## src/rtl/dbg_pkg.sv

```systemverilog
// rtl/dbg_pkg.sv - shared FSM encoding, ASCII constants and hex digit helper for the hexdump scheduler
package dbg_pkg;

  typedef enum logic [2:0] {
    IDLE   = 3'd0,
    TAG    = 3'd1,
    COLON  = 3'd2,
    DIGITS = 3'd3,
    EOL    = 3'd4
  } dbg_state_t;

  localparam logic [7:0] ASCII_COLON = 8'h3A;
  localparam logic [7:0] ASCII_LF    = 8'h0A;
  localparam logic [7:0] ASCII_ZERO  = 8'h30;
  localparam logic [7:0] ASCII_A_UC  = 8'h41;
  localparam logic [7:0] ASCII_A_LC  = 8'h61;

  function automatic logic [7:0] hex2ascii(input logic [3:0] nibble, input logic lowercase);
    if (nibble < 4'd10) begin
      return ASCII_ZERO + {4'h0, nibble};
    end else if (lowercase) begin
      return ASCII_A_LC + {4'h0, nibble} - 8'd10;
    end else begin
      return ASCII_A_UC + {4'h0, nibble} - 8'd10;
    end
  endfunction

endpackage

```

## src/rtl/dbg_nibble_shift.sv

```systemverilog
// rtl/dbg_nibble_shift.sv - 32-bit capture register that walks the word out MSB nibble first
module dbg_nibble_shift (
  input  logic        clk,
  input  logic        n_rst,
  input  logic        load,
  input  logic        shift,
  input  logic [31:0] din,
  output logic [3:0]  nibble,
  output logic [3:0]  next_nibble
);

  logic [31:0] sr;

  always_ff @(posedge clk or negedge n_rst) begin
    if (!n_rst) begin
      sr <= '0;
    end else if (load) begin
      sr <= din;
    end else if (shift) begin
      sr <= {sr[27:0], 4'h0};
    end
  end

  // next_nibble lets the scheduler register the following digit on the same edge it shifts
  assign nibble      = sr[31:28];
  assign next_nibble = sr[27:24];

endmodule

```

## src/rtl/dbg_hexdump_sched.sv

```systemverilog
// rtl/dbg_hexdump_sched.sv - round-robin grant of debug words, streamed as "T:HHHHHHHH\n" records
module dbg_hexdump_sched
  import dbg_pkg::*;
#(
  parameter int NREQ      = 4,
  parameter bit LOWERCASE = 1'b0
) (
  input  logic                 clk,
  input  logic                 n_rst,
  input  logic [NREQ-1:0]      req,
  input  logic [32*NREQ-1:0]   word,
  output logic [NREQ-1:0]      ack,
  output logic [7:0]           tx_data,
  output logic                 tx_valid,
  input  logic                 tx_ready,
  output logic                 busy
);

  localparam int IW = (NREQ > 1) ? $clog2(NREQ) : 1;
  localparam logic [IW-1:0] PTR_RST = IW'(NREQ - 1);

  dbg_state_t    state;
  logic [IW-1:0] ptr;
  logic [IW-1:0] win;
  logic [IW-1:0] cand;
  logic [2:0]    dcnt;
  logic [31:0]   win_word;
  logic [3:0]    nib;
  logic [3:0]    nib_next;
  logic          grant;
  logic          xfer;

  // Scanning from the farthest offset down leaves the nearest requester after ptr as winner.
  always_comb begin
    win  = ptr;
    cand = '0;
    for (int k = NREQ; k >= 1; k--) begin
      cand = IW'((int'(ptr) + k) % NREQ);
      if (req[cand]) begin
        win = cand;
      end
    end
  end

  always_comb begin
    win_word = '0;
    for (int i = 0; i < NREQ; i++) begin
      if (win == IW'(i)) begin
        win_word = word[32*i +: 32];
      end
    end
  end

  assign grant = (state == IDLE) && (|req);
  assign xfer  = tx_valid && tx_ready;

  dbg_nibble_shift u_shift (
    .clk         (clk),
    .n_rst       (n_rst),
    .load        (grant),
    .shift       ((state == DIGITS) && xfer),
    .din         (win_word),
    .nibble      (nib),
    .next_nibble (nib_next)
  );

  always_ff @(posedge clk or negedge n_rst) begin
    if (!n_rst) begin
      state    <= IDLE;
      ptr      <= PTR_RST;
      ack      <= '0;
      tx_data  <= 8'h00;
      tx_valid <= 1'b0;
      busy     <= 1'b0;
      dcnt     <= '0;
    end else begin
      ack <= '0;
      case (state)
        IDLE: begin
          if (grant) begin
            state    <= TAG;
            ptr      <= win;
            ack      <= NREQ'(1) << win;
            tx_data  <= hex2ascii(4'(win), LOWERCASE);
            tx_valid <= 1'b1;
            busy     <= 1'b1;
            dcnt     <= '0;
          end
        end
        TAG: begin
          if (xfer) begin
            state   <= COLON;
            tx_data <= ASCII_COLON;
          end
        end
        COLON: begin
          if (xfer) begin
            state   <= DIGITS;
            tx_data <= hex2ascii(nib, LOWERCASE);
          end
        end
        DIGITS: begin
          if (xfer) begin
            dcnt <= dcnt + 3'd1;
            if (dcnt == 3'd7) begin
              state   <= EOL;
              tx_data <= ASCII_LF;
            end else begin
              tx_data <= hex2ascii(nib_next, LOWERCASE);
            end
          end
        end
        EOL: begin
          if (xfer) begin
            state    <= IDLE;
            tx_valid <= 1'b0;
            busy     <= 1'b0;
          end
        end
        default: begin
          state    <= IDLE;
          tx_valid <= 1'b0;
          busy     <= 1'b0;
        end
      endcase
    end
  end

endmodule

```

## config.mk

```make
export PLATFORM = sky130hd
export DESIGN_NAME = dbg_hexdump_sched
export DESIGN_NICKNAME = d
export VERILOG_FILES = /design/src/rtl/dbg_pkg.sv /design/src/rtl/dbg_nibble_shift.sv /design/src/rtl/dbg_hexdump_sched.sv
export SDC_FILE = /design/constraint.sdc
export NUM_CORES = 1
export LEC_CHECK = 0
export ABC_AREA = 1
export CORE_UTILIZATION = 50
export CTS_BUF_LIST = sky130_fd_sc_hd__clkbuf_4
export DETAILED_ROUTE_END_ITERATION = 10
export PLACE_DENSITY = 0.93
export RECOVER_POWER = 25
export SKIP_CTS_REPAIR_TIMING = 1
export SLEW_MARGIN = 25
export SYNTH_ARGS = -nofsm -noshare
export SYNTH_HDL_FRONTEND = slang
export SYNTH_SLANG_ARGS = --single-unit
```

## constraint.sdc

```tcl
create_clock -name clk -period 2.9 [get_ports clk]
set_input_delay 0.29 -clock clk [delete_from_list [all_inputs] [get_ports clk]]
set_output_delay 0.29 -clock clk [all_outputs]
set_load 0.03 [all_outputs]
```

# Word level (Yosys, flattened, before mapping)
# Cells that the tools add are included.
# word_totals
ff_bits,53
input_bits,135
output_inout_bits,14
elab_cells,101
# classes
addsub,14
n_lt_le_gt_ge,7
n_eq_ne,14
shift,1
muxes,42
n_bitwise,1
n_reduce_logical,15
# ops
cell,count
$mux 32,6
$mux 8,8
$pmux 8 s4,1
$mux 3,8
$sub 8x4->8 const B,3
$add 7x4->8 const A,2
$pmux 3 s5,1
$add 6x4->7 const A,2
$lt 2x3->1 const B,4
$ne 2x2->1 const B,5
$add 7x2->8 const A,1
$bmux 1 s2,4
$lt 4x4->1 const B,2
$mux 2,4
$mux 4,2
$add 6x2->7 const A,1
$eq 3x2->1 const B,2
$eq 3x3->1 const B,2
$mux 1,6
$pmux 3 s2,1
$reduce_and 3->1,2
$reduce_and 6->1,1
$reduce_and 5->1,1
$add 2x1->2 const B,2
other kinds (18),23

# Longest topological paths before layout
# depth
ltp_word,13
depth_mapped,17

# By module
# From an unflattened synthesis, not the netlist that was laid out.
# hier_totals
cells_unflattened,615
hier_area_um2,4111.4
# by_module_without_submodules
module,instances,cells_each,area_per_inst_um2
dbg_hexdump_sched,1,437,2622.5
dbg_nibble_shift,1,178,1488.9

# Worst setup path before layout
# No wires, ideal clock.
# synth_timing
kind,register to register
startpoint,register ptr[0]
endpoint,register u_shift.sr[29]
setup_ns,0.117
arrival_time_ns,1.743
path_slack_ns,1.040
stages_incl_launch_ff,18
path_buffers,2
synth_period_minus_slack_ns,1.860
path_cell_list,dfstp_2 > buf_6 > nand2_1 > nand2_1 > nand2_1 > nand2_2 > nand2_4 > nand2_4 > nand2_4 > nand2_8 > nand2_4 > inv_2 > buf_6 > nor2_2 > nand2_1 > nand3_1 > nand2_1 > nand2_1
# synth_between
elab_chain_cells,13
# synth_lines
item,line_no,source
from (decl),dbg_hexdump_sched.sv:23,logic [IW-1:0] ptr;
from (signal assigned),dbg_hexdump_sched.sv:82,ptr <= win;
$add 2x1->2,dbg_hexdump_sched.sv:38,cand = IW'((int'(ptr) + k) % NREQ);
$bmux 1 s2,dbg_hexdump_sched.sv:39,if (req[cand]) begin
$mux 1 (not written as such),dbg_hexdump_sched.sv:39,
$mux 2 (3 in series),dbg_hexdump_sched.sv:39,
$mux 2 *,dbg_hexdump_sched.sv:39,
$logic_not 2->1,dbg_hexdump_sched.sv:48,if (win == IW'(i)) begin
$mux 32 (3 in series),dbg_hexdump_sched.sv:48,
$mux 32 *,dbg_hexdump_sched.sv:48,
$mux 32 *,dbg_nibble_shift.sv:17,end else if (load) begin
to (signal assigned),dbg_nibble_shift.sv:18,sr <= din;
to (signal assigned),dbg_nibble_shift.sv:20,"sr <= {sr[27:0], 4'h0};"
to (decl),dbg_nibble_shift.sv:12,logic [31:0] sr;
# Mark *: on every way between the ends. The rest lies on a longest branch, timed or not. The select of a mux whose other input is x is not followed.
# A chain may end at the register's enable or synchronous reset.

# Worst setup path after layout
# layout_timing
startpoint,register ptr[0]
endpoint,register u_shift.sr[24]
# Same word-level chain as after synthesis.

==> results.txt <==
Rel. slew slack = 14.61%
Synth top area cells = dfrtp_1 (31%), nand2_1 (17%), nand3_1 (7.2%)
Max IR drop VDD = 835.5 uV
MaxCap Viol Count = 0
Critical path capture point type = flop
WL final = 12.54 mm
Placed cell areas = 5468 um2
DP HPWL = 9.640 mm
CTS Buf Count = 5
Synth Area in Compound Gates = 12.75%
DRC = 0
Via Count = 4697
Clk sink count = 52
Ys async rst share = 100.0%
DRT antenna net count = 0
DRT iter0 DRCs = 346
Static Leakage = 2.606 nW
Sequential share of the synthesized area = 32.48%
Clock root cell = clkbuf_4
Worst hold endpoint = tx_data[2]
Worst EP required = 3.23 ns
Grt total ovfl = 0
Count leader, synth = nand2_1
Clk slew on worst S/H paths = 0.15 ns
End-of-flow core utilization = 71.50%
Die H = 91.60 um
H-tree depth = 2
Cells after Synth = 617
Post-synth EDFFs = 0
Vias in the first global route = 4609
Setup TNS = 0 ns
Overall power = 0.007299 W
Cell area after synthesis = 4014 um2
Starting Density = 51.94%
Syn-to-layout area delta = 37.66%
Final Setup Violations = 0
Unique masters post-synth = 36
I/O Pins = 149
Tmin final = 2.562 ns
Largest family of logic cells by synthesized area = simple AND/OR/NAND/NOR gates
Synth area leader = dfrtp_1
All-layer global routing usage = 30.58%
Routability Congestion = 0.9267
HP Class = reg2reg
Post-synthesis mux area share = 0%
First-pass GRT wire length = 20.42 mm
R2R depth = 14
Final instance area = 5525 um2
Largest net degree at the start of global routing = 53
Final Hold Fails = 0
Antenna Cells = 0
Clk_skew = 0.007363 ns
Top post-synthesis cells by count = nand2_1 (184), nor2_1 (61), nand3_1 (58), inv_1 (54), dfrtp_1 (50)
CP Max Fanout = 28
Die Width = 91.60 um
Outcome = finished, final reports clean
Crit share post-route = 88.34%
HP Start = tx_data[2]
Synth top area share = 31.17%
Final Max Slew Viols = 0
Initial antenna violation count = 0
Ratio of cells with drive above 1 in the final layout = 6.971%
Crit path kind = reg2reg
Core area = 7727 um2
Skew-Pair Late Insertion Delay = 0.37 ns
Routed wire length per instance = 14.79 um
Syn avg cell area = 6.505 um2
Average vias per placed instance = 5.539
Post-synthesis register bit count = 52
Worst-Margin Slew = 1.281 ns
R2R setup slack = 0.34 ns
Full die area = 8390 um2
RSZ-0062 raised after global routing = false
Simple-gate share of the synthesized area = 41.33%
Adder and majority gate portion of the synthesized area = 1.247%
TritonCTS clock tree = yes
Final Hold Slack = 0.4914 ns
Row count = 32
R2R Path Start = ptr[0]
First-pass iteration count of the detailed router = 5
Layout Nets = 885
Post-synth top flop = dfrtp_1
Highest clock rate = 0.3903 GHz
Critical R2R Capture = u_shift.sr[24]
Crit path from = ptr[0]
Hold Path Depth = 2
Ys Warns = 0
Cell Pwr Density = 1321 nW/um2
WP data arrival = 2.89 ns
Post-Synth XOR/XNOR Area = 0.6546%
PortBufs = 147
Clock Path Buffers = 2
Syn nets = 756
Worst Setup Start Kind = flop
## area by class of cell
type | instances | area [um2]
Clock inverter | 2 | 12.51
Timing Repair Buffer | 156 | 1549
Fill cell | 641 | 2202
Tap cell | 102 | 127.6
Inverter | 62 | 237.7
Sequential cell | 52 | 1304
Clock buffer | 5 | 37.54
Multi-Input combinational cell | 469 | 2257
## state kept, by name, indices dropped and copies added (netlist names)
| signal | flops |
|---|---|
| state | 3 |
| ack | 4 |
| tx_data | 7 |
| busy | 1 |
| u_shift.sr | 32 |
| ptr | 2 |
| dcnt | 3 |
## critical path: stages (launching register included)
cell,delay [ns]
dfstp_2,0.69
inv_2,0.14
nand2_1,0.11
nand2_1,0.08
nand2_2,0.10
nand2_1,0.08
inv_2,0.11
nand3_4,0.19
nand2_8,0.26
nand2_4,0.09
inv_2,0.30
nand2_1,0.09
nand3_1,0.12
nand2_1,0.09
nand2_1,0.06
## worst max path at each step
stage / endpoint / cells after the start / slack, ns
floorplan: u_shift.sr[29] / 17 / 1.04
global placement: u_shift.sr[29] / 9 / 0.36
detailed placement: u_shift.sr[29] / 9 / 0.30
CTS: u_shift.sr[28] / 15 / 0.38
global route: u_shift.sr[28] / 15 / 0.12
finish: u_shift.sr[24] / 14 / 0.34
## report_power, final
group / internal [W] / switching, W / total (W)
Combinational: 0.00188 / 0.00375 / 0.00563
Sequential: 0.00110 / 0.000249 / 0.00135
Clock: 0.0000890 / 0.000231 / 0.000320
Total: 0.00307 / 0.00423 / 0.00730
## logic make-up (layout without fill, tap and decap cells)
kind of cell / after synthesis / count (layout)
and+or+nand+nor: 364 / 364
DFF: 52 / 52
AOI/OAI and AO/OA: 97 / 97
xor gates and xnor gates: 3 / 3
buffers and inverters: 96 / 225
other: 1 / 1
adders and majority gates: 4 / 4
## per-stage QoR
stage,std cells,setup slack [ns]
floorplan,617,1.040
global placement,840,0.3642
detailed placement,840,0.3004
CTS,847,0.3777
global route,848,0.1225
finish,848,0.3381
## metal layers
layer	part of all wire [%]	track usage [%]	up-vias
met5	0	0	-
li1	-	-	2254
met4	3.9	14.81	0
met2	48	53.01	250
met1	40	36.52	2155
met3	7.7	5.193	38
## cells in the final DEF, fill, tap and decap left out, types with 2 or more instances in the layout
cell	Yosys	final
ha_1	4	4
buf_4	7	7
nand3_1	58	58
nor4_1	2	2
inv_1	54	54
clkbuf_4	0	5
nand2_1	184	184
o21ai_0	46	46
o21ai_1	23	23
dfrtp_1	50	50
nand2_4	5	5
a21oi_1	18	18
o22ai_1	2	2
inv_2	6	6
nor3_1	6	6
xor2_1	3	3
clkdlybuf4s50_1	0	146
nor2_4	3	3
nor2_1	61	61
nand3b_1	5	5
dfstp_2	2	2
nand4_1	22	22
nor2_2	10	10
o211ai_1	4	4
nand2_2	5	5
No activity file was read; power rests on OpenSTA's default activity.
